--- src/rtl/fifo_var_delay_ram_pkg.sv ---
// Shared helpers for the variable-length delay line: delay clamping and
// modulo pointer arithmetic for buffer depths that need not be a power of two.
package fifo_var_delay_ram_pkg;

    function automatic int unsigned clamp_len(input logic [31:0] len, input int unsigned maxlen);
        if (len == 32'd0) begin
            return 1;
        end else if (len > maxlen) begin
            return maxlen;
        end else begin
            return len;
        end
    endfunction

    // (ptr - d) mod m, with ptr < m and 1 <= d <= m
    function automatic int unsigned wrap_sub(input int unsigned ptr, input int unsigned d,
                                             input int unsigned m);
        return (ptr >= d) ? (ptr - d) : (ptr + m - d);
    endfunction

endpackage

--- src/rtl/fifo_var_delay_ram_sdp_ram_rf.sv ---
// Simple dual-port, read-first RAM with a registered read port; maps onto block RAM.
module sdp_ram_rf #(
    parameter int WIDTH = 12,
    parameter int DEPTH = 30,
    localparam int AW = $clog2(DEPTH)
) (
    input  logic             clk,
    input  logic             we,
    input  logic [AW-1:0]    wa,
    input  logic [WIDTH-1:0] wd,
    input  logic             re,
    input  logic [AW-1:0]    ra,
    output logic [WIDTH-1:0] rd
);

    logic [WIDTH-1:0] mem [DEPTH];
    logic [WIDTH-1:0] rd_q;

    // Both accesses in one block: a same-address read sees the old word.
    always_ff @(posedge clk) begin
        if (we) begin
            mem[wa] <= wd;
        end
        if (re) begin
            rd_q <= mem[ra];
        end
    end

    assign rd = rd_q;

endmodule

--- src/rtl/fifo_var_delay_ram.sv ---
// Programmable-length sample delay line: one RAM write and one read per sample
// tick, output registered and zero-masked until enough history has been stored.
import fifo_var_delay_ram_pkg::*;

module fifo_var_delay_ram #(
    parameter int WIDTH  = 12,
    parameter int MAXLEN = 30,
    localparam int AW = $clog2(MAXLEN)
) (
    input  logic             clk,
    input  logic             rstn,
    input  logic             enable,
    input  logic             sample_clk,
    input  logic [WIDTH-1:0] in,
    input  logic [31:0]      len,
    output logic [WIDTH-1:0] out
);

    localparam int FW = $clog2(MAXLEN + 1);
    localparam logic [AW-1:0] LAST_PTR = AW'(MAXLEN - 1);
    localparam logic [FW-1:0] FULL     = FW'(MAXLEN);

    logic             sc_q, sc_d;
    logic [AW-1:0]    wr_ptr_q, wr_ptr_d;
    logic [FW-1:0]    fill_q, fill_d;
    logic             mask_q, mask_d;
    logic             rd_valid_q, rd_valid_d;
    logic [WIDTH-1:0] out_q, out_d;

    logic             tick;
    logic [FW-1:0]    dlen;
    logic [AW-1:0]    rd_addr;
    logic [WIDTH-1:0] rd_data;

    always_comb begin
        tick       = sample_clk & ~sc_q & enable;
        sc_d       = sample_clk;
        dlen       = FW'(clamp_len(len, MAXLEN));
        rd_addr    = AW'(wrap_sub(32'(wr_ptr_q), 32'(dlen), MAXLEN));
        wr_ptr_d   = wr_ptr_q;
        fill_d     = fill_q;
        mask_d     = mask_q;
        rd_valid_d = tick;
        out_d      = out_q;
        if (tick) begin
            wr_ptr_d = (wr_ptr_q == LAST_PTR) ? '0 : wr_ptr_q + 1'b1;
            fill_d   = (fill_q == FULL) ? fill_q : fill_q + 1'b1;
            // Slots not yet written since reset must read as silence.
            mask_d   = (dlen > fill_q);
        end
        if (rd_valid_q) begin
            out_d = mask_q ? '0 : rd_data;
        end
    end

    always_ff @(posedge clk or negedge rstn) begin
        if (!rstn) begin
            sc_q       <= 1'b1;
            wr_ptr_q   <= '0;
            fill_q     <= '0;
            mask_q     <= 1'b1;
            rd_valid_q <= 1'b0;
            out_q      <= '0;
        end else begin
            sc_q       <= sc_d;
            wr_ptr_q   <= wr_ptr_d;
            fill_q     <= fill_d;
            mask_q     <= mask_d;
            rd_valid_q <= rd_valid_d;
            out_q      <= out_d;
        end
    end

    sdp_ram_rf #(
        .WIDTH (WIDTH),
        .DEPTH (MAXLEN)
    ) u_ram (
        .clk (clk),
        .we  (tick),
        .wa  (wr_ptr_q),
        .wd  (in),
        .re  (tick),
        .ra  (rd_addr),
        .rd  (rd_data)
    );

    assign out = out_q;

endmodule

--- config.mk ---
export PLATFORM = sky130hd
export DESIGN_NAME = fifo_var_delay_ram
export DESIGN_NICKNAME = d
export VERILOG_FILES = /design/src/rtl/fifo_var_delay_ram_pkg.sv /design/src/rtl/fifo_var_delay_ram_sdp_ram_rf.sv /design/src/rtl/fifo_var_delay_ram.sv
export SDC_FILE = /design/constraint.sdc
export NUM_CORES = 1
export LEC_CHECK = 0
export CAP_MARGIN = 15
export CORE_ASPECT_RATIO = 1.25
export CORE_MARGIN = 4
export CORE_UTILIZATION = 40
export DETAILED_ROUTE_END_ITERATION = 8
export SYNTH_ARGS = -nofsm -noshare
export SYNTH_HDL_FRONTEND = slang
export SYNTH_SLANG_ARGS = --single-unit
--- constraint.sdc ---
create_clock -name clk -period 4.37 [get_ports clk]
set_clock_uncertainty 0.1 [all_clocks]
set_input_delay 0.874 -clock clk [delete_from_list [all_inputs] [get_ports clk]]
set_output_delay 0.874 -clock clk [all_outputs]
set_load 0.02 [all_outputs]
-- Word level (Yosys, flattened, before mapping)
Memory sizes are Yosys's and may differ from the RTL's. A register that Yosys moved wholly into a read port is not among the register bits.
Cells that the tools add are included.
- output and inout bits: 12
- bits in writable memories: 360
- latch bits: 0
- input bits: 48
- memories: 1
- register bits: 25
- logic and storage cells: 30
- memory bits (read-only): 0
- memory list (name ; words ; bits a word ; read ports ; clocked after Yosys merged registers in ; wr ports ; line ; source):
    u_ram.mem ; 30 ; 12 ; 1 ; 1 ; 1 ; fifo_var_delay_ram_sdp_ram_rf.sv:16 ; logic [WIDTH-1:0] mem [DEPTH];
- add/sub/neg operators: 5
- reduce and logical (&&, ||, !) cells: 2
- bitwise logic cells: 4
- equal/unequal tests: 2
- mux-type cells: 7
- shifts and indexed selects: 0
- div/mod/pow operators: 0
- $mul: 0
- magnitude comparators: 3
- operators with widths (operator ; count):
    $gt 32x5->1 const B ; 1
    $logic_not 32->1 ; 1
    $mux 5 ; 4
    $mux 12 ; 1
    $add 5x1->5 const B ; 2
    $eq 5x5->1 const B ; 2
    $sub 5x5->5 ; 2
    $add 5x5->5 const B ; 1
    $ge 5x5->1 ; 1
    $gt 5x5->1 ; 1
    $and 1x1->1 ; 2
    $mux 1 ; 2
    $not 1->1 ; 2
    $reduce_and 2->1 ; 1

-- Logic depth before layout (Yosys ltp)
Gate-level depths: netlist of the first run.
- depth in word-level cells: 5
- mapped depth: 19

-- Cells and area by module
From an unflattened synthesis of the first run, not the netlist that was laid out.
- cells, all modules: 872
- area, all modules: 16289.4 um^2
- by module, submodules not included (module ; area an instance (um^2) ; times used ; seq. area each (um^2) ; cells each):
    sdp_ram_rf ; 14523.9 ; 1 ; 11170.7 ; 676
    fifo_var_delay_ram ; 1765.4 ; 1 ; 628.1 ; 196

-- Worst setup path after synthesis of the first run
Ideal clock, no wire load.
- path type: input-to-reg
- start point: input port len[22]
- end point: register u_ram.rd_q[0] (netlist: u_ram.rd[0]), read port of u_ram.mem (data pin)
- data required time: 4.100 ns
- cell stages on the path: 17
- path slack: -0.052 ns
- setup time: 0.170 ns
- arrival time: 4.152 ns
- path buffers: 1
- cell sequence: nor4_1 nand4_1 or2_2 nor2_1 inv_1 ha_1 inv_1 ha_1 a21o_1 a21oi_1 xnor2_1 mux2_2 mux2_2 nand2_1 clkbuf_1 nor3_1 nor4_2
- cells in the longest elaborated chain, start to end: 5
- elaborated cells on any way between the ends: 8
- ends and longest elaborated chain (element ; line ; source):
    start: declaration ; fifo_var_delay_ram.sv:15 ; input logic [31:0] len,
    $gt 32x5->1 ; fifo_var_delay_ram_pkg.sv:8 ; end else if (len > maxlen) begin
    $mux 5 ; fifo_var_delay_ram_pkg.sv:8 ;
    $mux 5 * ; fifo_var_delay_ram_pkg.sv:6 ; if (len == 32'd0) begin
    $sub 5x5->5 / $ge 5x5->1 (equally long branches) ; fifo_var_delay_ram_pkg.sv:18 ; return (ptr >= d) ? (ptr - d) : (ptr + m - d);
    $mux 5 * ; fifo_var_delay_ram_pkg.sv:18 ;
    end: declaration ; fifo_var_delay_ram_sdp_ram_rf.sv:17 ; logic [WIDTH-1:0] rd_q;
Mark *: on every way between the ends. The rest lies on a longest branch, timed or not.
A chain may end at the register's enable or synchronous reset.

-- Final worst setup path of the first run
- start point: input port len[21]
- end point: register u_ram.rd_q[6] (netlist: u_ram.rd[6]), read port of u_ram.mem (data pin)
The elaborated chain is that of the path after synthesis.

==> qor.csv, run 1 <==
metric;value;unit
multiInputGateArea;7360;um2
synth.avg_cell_area;12.8;um2
area_growth;28.1;%
peakVddDrop;0.480;mV
wl;60.0;mm
ioPinCount;60;
avgRoutedWirePerCell;25.3;um
htree_levels;2;
fillers;3944;
p_leak;8.15;nW
yosysTopAreaCell;edfxtp_1;
grt_overflow;0;
setup_slack;0.0887;ns
grt_pass1_wl;89.4;mm
ctsHoldBuffers;0;
synthCells;1488;
min-delay-start;u_ram.rd[7]$_DFFE_PP_;
ff2ff_path_depth;14;
grt_start_max_net_pins;76;
timing.fmax;234;MHz
max_slew_margin;0.211;
layout-drive-gt1-share;0.275;
fp.dieW;204;um
hold_ws;0.397;ns
utilization;0.519;
via_per_inst;6.37;
tns;0;ns
num_vias;15100;
register_area;11800;um2
clock_latency;0.56;ns
hold_viol;0;
layout.nets;1775;
whs_path_depth;2;
ys_seq_area_frac;0.617;
netlist.area_leader.share;0.584;
synth_cell_types;57;
synth_most_common_cell;edfxtp_1;
yosys_warnings;0;
critPathMaxStageDelay;0.85;ns
fin_crit_sh;0.980;
worstSetupPathType;input pin to flip-flop;
fp.dieH;252;um
finish.instance_area;24500;um2
dr.pass1.iters;6;
hold_class;flip-flop to flip-flop;
fin_cells;2368;
status;completed;
cp_slowest_cell;fa_4;
drv_slew;0;
tightest_slew;1.18;ns
core;47200;um2
remaining_drc_errors;0;
cts_num_sinks;397;
worst_ep_arrival_time;4.56;ns
gp_congestion;0.837;
crit_buf_inv;7;
place_hpwl;37.4;mm
drt_iter0_drc;1609;
syn_area;19100;um2
synth_area_leaders;edfxtp_1, a221oi_1, nor2_1, dfrtp_1, a22oi_1;
cts_tree;yes;
ys_ff_latch;397;
cts_buffers;39;
cp_cell_sequence;clkbuf_2 > nor4_1 > nand4_1 > or2_4 > nor2_4 > inv_4 > fa_4 > inv_4 > or3_4 > o31ai_4 > buf_6 > buf_8 > buf_12 > buf_12 > a221oi_4 > a22oi_2 > a31oi_4 > nor4_2;
cp-end-kind;flip-flop;
gr-usage-all-layers;0.224;
die_area;51400;um2
power;19.0;mW
synth_flop_cell;edfxtp_1;
r2r_slack;0.73;ns
portBuffers;59;
synth_top_cells_by_count;edfxtp_1, a221oi_1, nor2_1;
dp.cells;2269;
worstPathMaxFanout;8;
clkTransAtPathRegs;0.06;ns
cts_root_buf;clkbuf_16;
start_util;0.405;
cp.required;4.65;ns
cap_violations;0;
synth_edf_count;372;
fin_crit;4.28;ns
diodes;0;
dp_slack;-1.09;ns
crit_cells;18;
grt_pass1_vias;14700;
synth_nets;1560;
dpl_cell_area;22100;um2
timing.rr.start;wr_ptr_q[0]$_DFFE_PN0P_;
critical_path.top_delay_family;simple AND/OR/NAND/NOR gates;
startpoint_type;input pin;
grt_setup_unrepaired;true;
ant_nets;0;
async_flop_share;0.0630;
antenna_found_initial;0;
rows;89;
ctsLongestPathBuffers;3;
finalSetupViolations;0;
startpoint;len[21];
p_per_area;777;nW/um2
per-layer routing:
layer,part of all wire,GRT usage,up-vias
met5,0,0,-
met4,0.040,0.0931,0
met3,0.065,0.0322,128
met2,0.51,0.388,635
met1,0.39,0.283,7686
li1,-,-,6644
kinds of logic after synthesis:
logic type               share of synthesized area
AND/OR/NAND/NOR                             0.0788
multiplexers                                0.0221
flip-flops                                   0.617
buffers and inverters                       0.0415
AO/OA/AOI/OAI                                0.218
adder cells (fa/ha/maj)                     0.0165
XOR/XNOR                                   0.00583
final cells by class:
class | count | share of cell area
multi-input combinational | 915 | 0.301
tap | 637 | 0.0326
timing repair buffer | 313 | 0.129
sequential | 397 | 0.482
inverter | 37 | 0.00588
clock buffer | 48 | 0.0421
clock inverter | 21 | 0.00772
registers in the layout, indices dropped and copies added (netlist names):
name / flops
u_ram.mem: 360
out: 12
u_ram.rd: 12
fill_q: 5
wr_ptr_q: 5
mask_q: 1
rd_valid_q: 1
sc_q: 1
power breakdown:
group | internal [mW] | switching (mW) | leakage [nW]
clock | 1.86 | 1.43 | 0.589
sequential | 4.43 | 0.174 | 3.66
combinational | 5.15 | 5.97 | 3.91
path summary, 6_finish.rpt:
path                                         end
max                        u_ram.rd[6]$_DFFE_PP_
min                           out[7]$_DFFE_PN0P_
max reg2reg                u_ram.rd[6]$_DFFE_PP_
min reg2reg                   out[7]$_DFFE_PN0P_
max in group asynchronous     mask_q$_DFFE_PN1P_
min in group asynchronous  fill_q[0]$_DFFE_PN0P_
placed cells by master (no fill, tap or decap), types with 17 or more instances in the layout:
| cell | netlist | layout |
|---|---|---|
| clkdlybuf4s50_1 | 0 | 27 |
| a22oi_1 | 50 | 34 |
| nand3_1 | 18 | 18 |
| ha_1 | 22 | 17 |
| o21ai_0 | 29 | 27 |
| clkbuf_2 | 0 | 19 |
| dfrtp_1 | 23 | 23 |
| a221oi_1 | 343 | 313 |
| a221oi_2 | 0 | 26 |
| edfxtp_1 | 372 | 372 |
| clkbuf_16 | 0 | 42 |
| buf_4 | 9 | 193 |
| nor2_1 | 178 | 169 |
| inv_1 | 36 | 32 |
| buf_12 | 0 | 41 |
| nand2_1 | 86 | 86 |
| a21oi_1 | 28 | 26 |
worst reg2reg max path, stage by stage, from the launching register on:
cell,delay (ns)
dfrtp_1,0.41
inv_1,0.15
ha_4,0.21
fa_4,0.81
inv_4,0.06
or3_4,0.37
o31ai_4,0.06
buf_6,0.17
buf_8,0.14
buf_12,0.15
buf_12,0.13
a221oi_4,0.08
a22oi_2,0.21
a31oi_4,0.14
nor4_2,0.28
what timing repair did:
action / in CTS / in global routing
pin swaps: 56 / 32
gates resized for setup: 152 / 86
endpoints found under the setup margin: 12 / 12
gates cloned: 6 / 2
buffers inserted: 25 / 7
No activity file was read; power rests on OpenSTA's default activity.
==> run 2, diff against run 1 <==
--- a/config.mk
+++ b/config.mk
@@ -5,6 +5,7 @@
 export SDC_FILE = /design/constraint.sdc
 export NUM_CORES = 1
 export LEC_CHECK = 0
+export ABC_CLOCK_PERIOD_IN_PS = 4370
 export CAP_MARGIN = 15
 export CORE_ASPECT_RATIO = 1.25
 export CORE_MARGIN = 4
==> results of run 2 <==
Same layout as run 1: the final DEF is identical, and so are final timing and power.
==> run 3, diff against run 2 <==
--- a/config.mk
+++ b/config.mk
@@ -8,7 +8,7 @@
 export ABC_CLOCK_PERIOD_IN_PS = 4370
 export CAP_MARGIN = 15
 export CORE_ASPECT_RATIO = 1.25
-export CORE_MARGIN = 4
+export CORE_MARGIN = 1
 export CORE_UTILIZATION = 40
 export DETAILED_ROUTE_END_ITERATION = 8
 export SYNTH_ARGS = -nofsm -noshare
==> qor.csv, run 3 (synthesis results as in run 1) <==
metric;value;unit;change
status;completed;;
largest_register_ff_count;360;;unchanged
final_cell_mix;edfxtp_1, a221oi_1, buf_4;;
startpoint_type;input pin;;
setup_slack;0.116;ns;+0.0272 ns
comb_power_share;0.578;;-0.007
ctsLongestPathBuffers;3;;unchanged
p_int;11.6;mW;+1.1%
diodes;0;;unchanged
clkTransAtPathRegs;0.06;ns;about the same
fp.dieH;246;um;-2.4%
ioPinCount;60;;unchanged
remaining_drc_errors;0;;unchanged
finalSetupViolations;0;;unchanged
grt_overflow;0;;unchanged
antenna_found_initial;0;;unchanged
crit_buf_inv;5;;-2
layout.nets;1796;;+1.2%
portBuffers;59;;unchanged
cts_buffers;41;;+5.1%
core;47200;um2;unchanged
ant_nets;0;;unchanged
p_leak;8.27;nW;+1.5%
clock_latency;0.55;ns;about the same
fin_crit;4.25;ns;-0.0272 ns
tightest_slew;1.09;ns;-0.0844 ns
max_slew_margin;0.268;;+0.0564
critPathMaxStageDelay;0.80;ns;-0.05 ns
wl;58.3;mm;-2.8%
cp-end-kind;flip-flop;;
dp_slack;-1.07;ns;+0.0183 ns
die_area;48700;um2;-5.3%
power_frac_clock;0.179;;+0.006
start_util;0.405;;unchanged
num_vias;15100;;-0.13%
cp_slowest_cell;fa_4;;
via_per_inst;6.30;;-1.2%
hold_viol;0;;unchanged
swShare;0.389;;-0.00869
cp_cell_sequence;clkdlybuf4s50_1 > nor3_1 > nor2_1 > o21ai_1 > and2_4 > ha_4 > fa_4 > buf_8 > nor3_2 > a31o_4 > buf_12 > clkbuf_16 > a221oi_1 > a22oi_1 > buf_4 > a21boi_2 > nor4_4;;
layout-drive-gt1-share;0.280;;+0.00520
timing.fmax;235;MHz;+0.64%
worst_ep_arrival_time;4.45;ns;-0.11 ns
grt_pass1_wl;87.5;mm;-2.2%
gr-usage-all-layers;0.237;;+0.0131
drv_slew;0;;unchanged
gp_congestion;0.888;;+6.1%
worstSetupPathType;input pin to flip-flop;;
place_hpwl;37.1;mm;-0.90%
fp.dieW;198;um;-2.9%
grt_pass1_vias;14700;;+0.20%
fillers;3985;;+1.0%
cts_num_sinks;397;;unchanged
tns;0;ns;unchanged
cp.required;4.57;ns;-0.08 ns
rows;89;;unchanged
power.switching;7.38;mW;-2.5%
grt_start_max_net_pins;61;;-20%
fin_crit_sh;0.973;;-0.00623
cts_tree;yes;;
dr.pass1.iters;5;;-1
critical_path.top_delay_family;buffers and inverters;;
worstPathMaxFanout;17;;+9
ctsHoldBuffers;0;;unchanged
hold_class;flip-flop to flip-flop;;
avgRoutedWirePerCell;24.4;um;-3.8%
layout_commonest_cell;edfxtp_1;;
hold_ws;0.400;ns;+0.00371 ns
drt_iter0_drc;1656;;+2.9%
top_register;u_ram.mem;;
cts_root_buf;clkbuf_16;;
p_per_area;773;nW/um2;-0.52%
cap_violations;0;;unchanged
power_frac_seq;0.243;;about the same
peakVddDrop;0.374;mV;-22%
area_growth;28.3;%;
htree_levels;2;;unchanged
## run 3: changes by cell type in the layout (fill, tap and decap cells not counted), sizes merged
cell | previous run | this run
clkinv | 13 | 21
inv | 40 | 39
dlymetal6s2s | 6 | 14
clkdlybuf4s50 | 27 | 29
clkdlybuf4s15 | 4 | 1
clkinvlp | 2 | 0
buf | 254 | 271
clkbuf | 69 | 65
## run 3: worst min-delay path: stages (launching register included)
cell and delay (ns):
edfxtp_1 0.32, nand3b_1 0.06, o21ai_0 0.08
## run 3: what timing repair did
action                     CTS  global route
buffers inserted            21             8
setup endpoints to repair   12            12
cloned                       2             2
pin swaps                   45            24
gates resized for setup    111           100
## run 3: power groups by stage
stage / logic, mW / clock network (mW) / registers, mW
4_1_cts: 10.3 / 3.45 / 4.60
5_1_grt: 11.6 / 3.58 / 4.62
2_1_floorplan: 4.72 / 0 / 4.62
6_report: 10.9 / 3.40 / 4.60
3_3_place_gp: 9.04 / 0 / 4.67
3_5_place_dp: 9.17 / 0 / 4.68
## run 3: final timing paths
path | from | to | slack, ns | cells past startpoint
max in group asynchronous | rstn | mask_q$_DFFE_PN1P_ | 3.27 | 2
setup reg to reg | wr_ptr_q[0]$_DFFE_PN0P_ | u_ram.rd[0]$_DFFE_PP_ | 0.77 | 13
setup / recovery | len[2] | u_ram.rd[0]$_DFFE_PP_ | 0.12 | 17
min in group asynchronous | rstn | wr_ptr_q[0]$_DFFE_PN0P_ | 0.59 | 2
hold / removal | u_ram.rd[7]$_DFFE_PP_ | out[7]$_DFFE_PN0P_ | 0.40 | 2
hold reg to reg | u_ram.rd[7]$_DFFE_PP_ | out[7]$_DFFE_PN0P_ | 0.40 | 2
## run 3: final cells by class
class | count | area [um2] | share of cell area
Sequential cell | 397 | 11800 | 0.481
Multi-Input combinational cell | 915 | 7220 | 0.294
Timing Repair Buffer | 332 | 3290 | 0.134
Clock buffer | 49 | 1080 | 0.0439
Tap cell | 637 | 797 | 0.0325
Clock inverter | 26 | 205 | 0.00836
Inverter | 37 | 146 | 0.00597
## run 3: per-layer routing
layer	GRT usage	vias to the layer above	share of wire
met5	0	-	0
met4	0.109	0	0.044
met3	0.0301	117	0.059
met2	0.412	600	0.51
met1	0.293	7673	0.39
li1	-	6684	-
## run 3: metrics by stage
step                      utilization  std cells  instance area [um2]  total power, mW
after CTS                       0.511       2384                24100             18.3
after global placement          0.470       2294                22200             13.7
after detailed placement        0.470       2294                22200             13.8
final                           0.520       2393                24500             19.0
after floorplan                     -       1488                19100             9.34
after global routing            0.520       2393                24500             19.8
